File: src/rtl/red_stats_accumulator.sv
// red_stats_accumulator
// Collects relative error distance (RED) samples from the divider error
// path over a window of 2^LOG2_N accepted samples. At the end of the window
// it reports the mean, rounded half-up, and the largest sample seen. It never
// back-pressures the upstream stage, and it takes samples only while a
// window is open.
//
// Ports:
//   clk        rising-edge clock
//   reset      asynchronous active-low reset; clears all state
//   start      opens or restarts a window; sampled every cycle, ignored in CALC
//   red_valid  red_in carries a sample this cycle
//   red_in     unsigned RED sample
//   red_ready  high while a window is open (ACCUM); informational only
//   busy       high in ACCUM or CALC
//   done       one-cycle pulse when mred/max_red are written
//   mred       rounded mean of the last completed window
//   max_red    maximum sample of the last completed window
//   sample_cnt samples accepted in the current window
module red_stats_accumulator #(
  parameter int unsigned XLEN   = 32,
  parameter int unsigned LOG2_N = 4
) (
  input  logic              clk,
  input  logic              reset,
  input  logic              start,
  input  logic              red_valid,
  input  logic [XLEN-1:0]   red_in,
  output logic              red_ready,
  output logic              busy,
  output logic              done,
  output logic [XLEN-1:0]   mred,
  output logic [XLEN-1:0]   max_red,
  output logic [LOG2_N:0]   sample_cnt
);

  localparam int unsigned SUMW = XLEN + LOG2_N;
  localparam int unsigned WIN  = 1 << LOG2_N;
  localparam logic [LOG2_N:0] LAST_CNT = (LOG2_N + 1)'(WIN - 1);
  localparam logic [SUMW-1:0] HALF     = SUMW'(WIN / 2);

  typedef enum logic [1:0] {
    S_IDLE,
    S_ACCUM,
    S_CALC,
    S_DONE
  } state_t;

  state_t          state;
  logic [SUMW-1:0] sum;
  logic [XLEN-1:0] max_w;
  logic [SUMW-1:0] sum_rnd;

  // The rounding add cannot carry out of SUMW. The largest possible sum is
  // N*(2^XLEN-1), and adding N/2 to it still leaves it below 2^SUMW.
  assign sum_rnd   = sum + HALF;
  assign red_ready = (state == S_ACCUM);
  assign busy      = (state == S_ACCUM) || (state == S_CALC);

  always_ff @(posedge clk or negedge reset) begin
    if (!reset) begin
      state      <= S_IDLE;
      sum        <= '0;
      max_w      <= '0;
      sample_cnt <= '0;
      done       <= 1'b0;
      mred       <= '0;
      max_red    <= '0;
    end else begin
      done <= 1'b0;
      case (state)
        S_IDLE, S_DONE: begin
          if (start) begin
            sum        <= '0;
            max_w      <= '0;
            sample_cnt <= '0;
            state      <= S_ACCUM;
          end
        end
        S_ACCUM: begin
          // start wins over a coincident valid; that sample is dropped
          if (start) begin
            sum        <= '0;
            max_w      <= '0;
            sample_cnt <= '0;
          end else if (red_valid) begin
            sum        <= sum + {{LOG2_N{1'b0}}, red_in};
            if (red_in > max_w) max_w <= red_in;
            sample_cnt <= sample_cnt + 1'b1;
            if (sample_cnt == LAST_CNT) state <= S_CALC;
          end
        end
        S_CALC: begin
          mred    <= sum_rnd[SUMW-1:LOG2_N];
          max_red <= max_w;
          done    <= 1'b1;
          state   <= S_DONE;
        end
        default: state <= S_IDLE;
      endcase
    end
  end

endmodule

File: config.mk
export PLATFORM = sky130hd
export DESIGN_NAME = red_stats_accumulator
export DESIGN_NICKNAME = d
export VERILOG_FILES = /design/src/rtl/red_stats_accumulator.sv
export SDC_FILE = /design/constraint.sdc
export NUM_CORES = 1
export LEC_CHECK = 0
export CAP_MARGIN = 5
export CORE_ASPECT_RATIO = 0.75
export CORE_MARGIN = 2
export CORE_UTILIZATION = 38
export DETAILED_ROUTE_END_ITERATION = 16
export GPL_TIMING_DRIVEN = 0
export PLACE_DENSITY = 0.66
export SYNTH_ARGS = -nofsm -noshare
export SYNTH_HDL_FRONTEND = slang
export SYNTH_SLANG_ARGS = --single-unit
File: constraint.sdc
create_clock -name clk -period 3.8 [get_ports clk]
set_input_delay 0.76 -clock clk [delete_from_list [all_inputs] [get_ports clk]]
set_output_delay 0.76 -clock clk [all_outputs]
set_load 0.02 [all_outputs]
Word-level counts from Yosys, hierarchy flattened

Index checks and enable logic that the tools add are counted.

Flip-flop bits (word level): 140

$add $sub $neg: 3
Magnitude comparators: 1
Eq/ne operators: 10
Mux-type cells: 19
Reductions and logical operators: 7

Operator list:

| kind                                                | count |
|---|---|
| 2-to-1 mux 32 bit                                   | 4 |
| 2-to-1 mux 36 bit                                   | 3 |
| case mux 36 bit (2 select lines)                    | 1 |
| case mux 32 bit (2 select lines)                    | 1 |
| adder 36 x 32 -> 36 bit                             | 1 |
| adder 36 x 4 -> 36 bit, second input constant       | 1 |
| greater-than comparator 32 bit                      | 1 |
| 2-to-1 mux 5 bit                                    | 3 |
| case mux 5 bit (2 select lines)                     | 1 |
| 2-to-1 mux 2 bit                                    | 4 |
| AND reduction 4 bit                                 | 2 |
| != test 2 bit, second input constant                | 3 |
| case mux 2 bit (3 select lines)                     | 1 |
| adder 5 x 1 -> 5 bit, second input constant         | 1 |
| equality test 5 x 4 -> 1 bit, second input constant | 1 |
| equality test 2 bit, second input constant          | 2 |
| != test 3 x 2 -> 1 bit, second input constant       | 1 |
| != test 3 bit, second input constant                | 1 |
| AND reduction 3 bit                                 | 1 |
| equality test 2 x 1 -> 1 bit, second input constant | 1 |
| zero test 2 bit                                     | 1 |
| != test 2 x 1 -> 1 bit, second input constant       | 1 |
| nonzero test 2 bit                                  | 1 |
| OR reduction 2 bit                                  | 1 |
| other kinds (2)                                     | 2 |

Logic depth before layout (Yosys ltp)

Depth after elaboration: 5
Mapped depth: 12
Depth with buffers taken out: 10

Least setup slack after synthesis

Ideal clock, no wire load.

Kind: input -> register
From: input red_in[0]
To: register sum[30]
Setup time: 122 ps
Arrival: 2902 ps
Data required time: 3678 ps
Setup slack: 776 ps
Stages on the path: 10
Buffers on the path: 0
Cells stage by stage: ha_1 fa_1 a211oi_1 o211ai_1 a32oi_2 o221ai_1 o2111ai_1 a21bo_1 nand3_1 a32o_1

Word-level cells in the longest chain between the ends: 4

Ends and longest elaborated chain:

| what                             | line | RTL |
|---|---|---|
| start, declared                  | 28   | `input logic [XLEN-1:0] red_in,` |
| adder 36 x 32 -> 36 bit          | 87   | `sum <= sum + {{LOG2_N{1'b0}}, red_in};` |
| 2-to-1 mux 36 bit                | 86   | `end else if (red_valid) begin` |
| 2-to-1 mux 36 bit                | 82   | `if (start) begin` |
| case mux 36 bit (2 select lines) | 71   | `case (state)` |
| end signal, assigned             | 87   |  |
| end, declared                    | 50   | `logic [SUMW-1:0] sum;` |

No other way between the ends. The select of a mux whose other input is x is not followed.
A chain may end at the register's enable or synchronous reset.

Worst setup path after layout

Ends and elaborated chain as after synthesis.

==> flow_metrics.py <==
metrics = {
    "run_status": {
        "outcome": "completed",
    },
    "grt": {
        "gr-total-overflow": 0,
        "grt_max_degree": 77,
        "track_usage_pct": 19.5,
        "antenna_found_initial": 0,
        "grt_pass1_vias": 6522,
        "grt_pass1_wl_mm": 35.7,
    },
    "cells_and_area": {
        "postLayoutCoreUtil_pct": 48.6,
        "area_growth_syn_to_layout_pct": 24.8,
        "antennaDiodeCount": 0,
        "design_area_mm2": 0.0103,
        "drive_gt1_share_pct": 8.75,
        "nets": 1079,
    },
    "power": {
        "power_mw": 6.80,
        "ir_drop_uv": 386,
        "pwr_density_cell_mw_per_mm2": 659,
        "p_leak_nw": 4.61,
    },
    "worst_setup_path": {
        "arrival_ns": 3.99,
        "cp-end-kind": "flip-flop",
        "path_cells": "clkdlybuf4s50_1 -> ha_1 -> fa_1 -> a211oi_1 -> o211ai_1 -> a32oi_2 -> o221ai_1 -> o2111ai_2 -> a21bo_1 -> nand3_1 -> a32o_1",
        "crit_fanout": 6,
        "critPathRequiredTime_ns": 4.11,
        "path_class": "input port to flip-flop",
        "cp-start-kind": "input port",
        "cp_top_family": "compound AO/OA/AOI/OAI gates",
        "slowest_delay_ns": 0.48,
        "critPathSlowestCell": "clkdlybuf4s50_1",
        "path_buf_inv": 1,
    },
    "route": {
        "drt_wl_total_mm": 22.0,
        "via_per_inst": 5.38,
        "vias": 6833,
        "drt_pre_antenna_iters": 5,
        "avgRoutedWirePerCell_um": 17.3,
        "drc": 0,
        "first_iter_violations": 465,
        "ant_nets": 0,
    },
    "logic_synthesis": {
        "yosysSeqAreaShare_pct": 42.4,
        "synth-seq-cells": 140,
        "synth_commonest_cells": "140 x dfrtp_1, 75 x a21oi_1, 71 x ha_1, 68 x nand2_1, 58 x nor2_1",
        "synth_edf_count": 0,
        "ys_types": 61,
        "avgSynthCellArea_um2": 9.80,
        "netlist.area_leader.share_pct": 42.4,
        "netlist_instances": 844,
        "synth_flop_cell": "dfrtp_1",
        "yosys.area.top_type": "dfrtp_1",
        "syn_nets": 952,
        "synthTopCellsByArea": "dfrtp_1 42%, ha_1 11%, mux2_2 4.6%, a21oi_1 4.5%, a22o_1 3.8%",
        "syn_area_mm2": 0.00827,
        "yosysMostFrequentCell": "dfrtp_1",
        "synth_async_sr_flop_share_pct": 100,
        "ys_warn_count": 0,
    },
    "timing": {
        "fin_crit_ns": 3.68,
        "period_share_pct": 96.9,
        "fin_tns_setup_ns": 0,
        "drv_slew": 0,
        "worst_slack_ns": 0.118,
        "setup_viol": 0,
        "max_slew_margin_pct": 40.2,
        "finClkSkew_ns": 0.00949,
        "rsz0062_at_grt": "no",
        "worstMarginPinSlew_ns": 0.897,
        "hold_viol_final": 0,
        "fmax_mhz": 272,
    },
    "cts": {
        "cts_setup_buffers": 0,
        "cts-root-buf": "clkbuf_16",
        "cts.htree.levels": 4,
        "clk_pin_slew_ns": 0.06,
        "cts_buffers": 17,
        "cts_buffer_depth": 2,
        "insertion_delay_ns": 0.42,
        "clock-sinks": 140,
        "cts_tree": "done",
    },
    "floorplan": {
        "rows": 46,
        "die-area_mm2": 0.0230,
        "die-width_um": 174,
        "fp.coreArea_mm2": 0.0212,
        "pin_count": 108,
        "die_y_um": 132,
        "start_util_pct": 38.9,
    },
    "placed_design": {
        "dp_hpwl_mm": 16.3,
        "portBuffers": 107,
        "place_worst_setup_slack_ns": -0.473,
        "gp_congestion": 0.872,
        "placed_cell_area_mm2": 0.00973,
    },
    "hold_path": {
        "hold_class": "input port to asynchronous set/reset pin",
    },
    "run": {
        "maxCapViolations": 0,
    },
}
==> cell families after synthesis <==
group                      share of synthesized area [%]
AOI/OAI and AO/OA                                   19.5
DFF                                                 42.4
and+or+nand+nor                                     12.0
muxes                                               4.87
adders and majority gates                           11.0
buffers and inverters                               3.93
xor gates and xnor gates                            6.35
==> final cells by class <==
type,count,area (um^2)
sequential,140,3500
clock buffer,20,457
fill,1970,10900
tap,288,360
inverter,52,195
multi-input combinational,621,4450
clock inverter,11,120
buffer,31,130
timing repair buffer,108,1100
==> state kept, by name, indices dropped and copies added (netlist names) <==
name and cells:
state 2, mred 32, sample_cnt 5, max_red 32, max_w 32, sum 36
done 1
==> worst register-to-register path: cells and delay by family (launching register included) <==
| family | cells | cell delay (ns) |
|---|---|---|
| compound gates | 7 | 1.93 |
| fa+ha+maj | 2 | 0.69 |
| simple gates | 1 | 0.08 |
| flops | 1 | 0.38 |
==> final timing paths <==
check / start / to / slack (ns) / cells after the start
setup / recovery: red_in[0] / sum[30] / 0.12 / 11
hold / removal: reset / max_red[12] / 0.32 / 1
setup reg to reg: sum[0] / sum[30] / 0.61 / 10
hold reg to reg: max_red[17] / max_red[17] / 0.50 / 1
max in group asynchronous: reset / sample_cnt[2] / 2.66 / 2
min in group clk: max_red[17] / max_red[17] / 0.50 / 1
==> cell usage in the layout (no fill, tap or decap), types with 4 or more instances in the layout <==
cell and instances:
a211oi_1 5, a21o_1 29, a21oi_1 75, a22o_1 36, and2_1 6, and3_1 11, buf_2 8, clkbuf_1 20
clkbuf_16 17, clkdlybuf4s50_1 106, clkinv_2 4, dfrtp_1 140, ha_1 71, inv_1 51, mux2_2 34, nand2_1 68
nand2b_1 5, nand3_1 13, nand4_1 20, nor2_1 58, nor2b_1 4, nor3_1 7, o211ai_1 7, o21ai_0 37
o21ai_1 13, o21bai_1 5, o22ai_1 4, o31ai_1 4, xnor2_1 30, xor2_1 30
==> metrics by stage <==
step                      hold slack, ns  std cells
final                              0.324       1271
after global placement             0.473       1239
after global routing               0.365       1271
after detailed placement           0.486       1240
after floorplan                    0.454        844
after CTS                          0.358       1271
==> metal layers <==
layer  vias to the layer above  global-route usage (%)  wire [um]  part of all wire [%]
li1                       3290                       -          -                     -
met1                      3348                    30.0      11400                    52
met2                       177                    27.0       8930                    41
met3                        18                    5.59       1380                   6.3
met4                         0                    4.06        237                   1.1
met5                         -                       0          0                     0
==> power breakdown <==
| group | total, mW | switching, mW | internal (mW) |
|---|---|---|---|
| combinational | 2.98 | 1.78 | 1.21 |
| clock | 1.66 | 0.661 | 0.994 |
| sequential | 2.16 | 0.311 | 1.85 |
| total | 6.80 | 2.75 | 4.05 |
==> what timing repair did <==
item	in CTS	in global routing
hold buffers	0	0
endpoints found under the setup margin	20	3
resized for setup	1	1
Note: power is estimated with default switching activity, not from simulation.
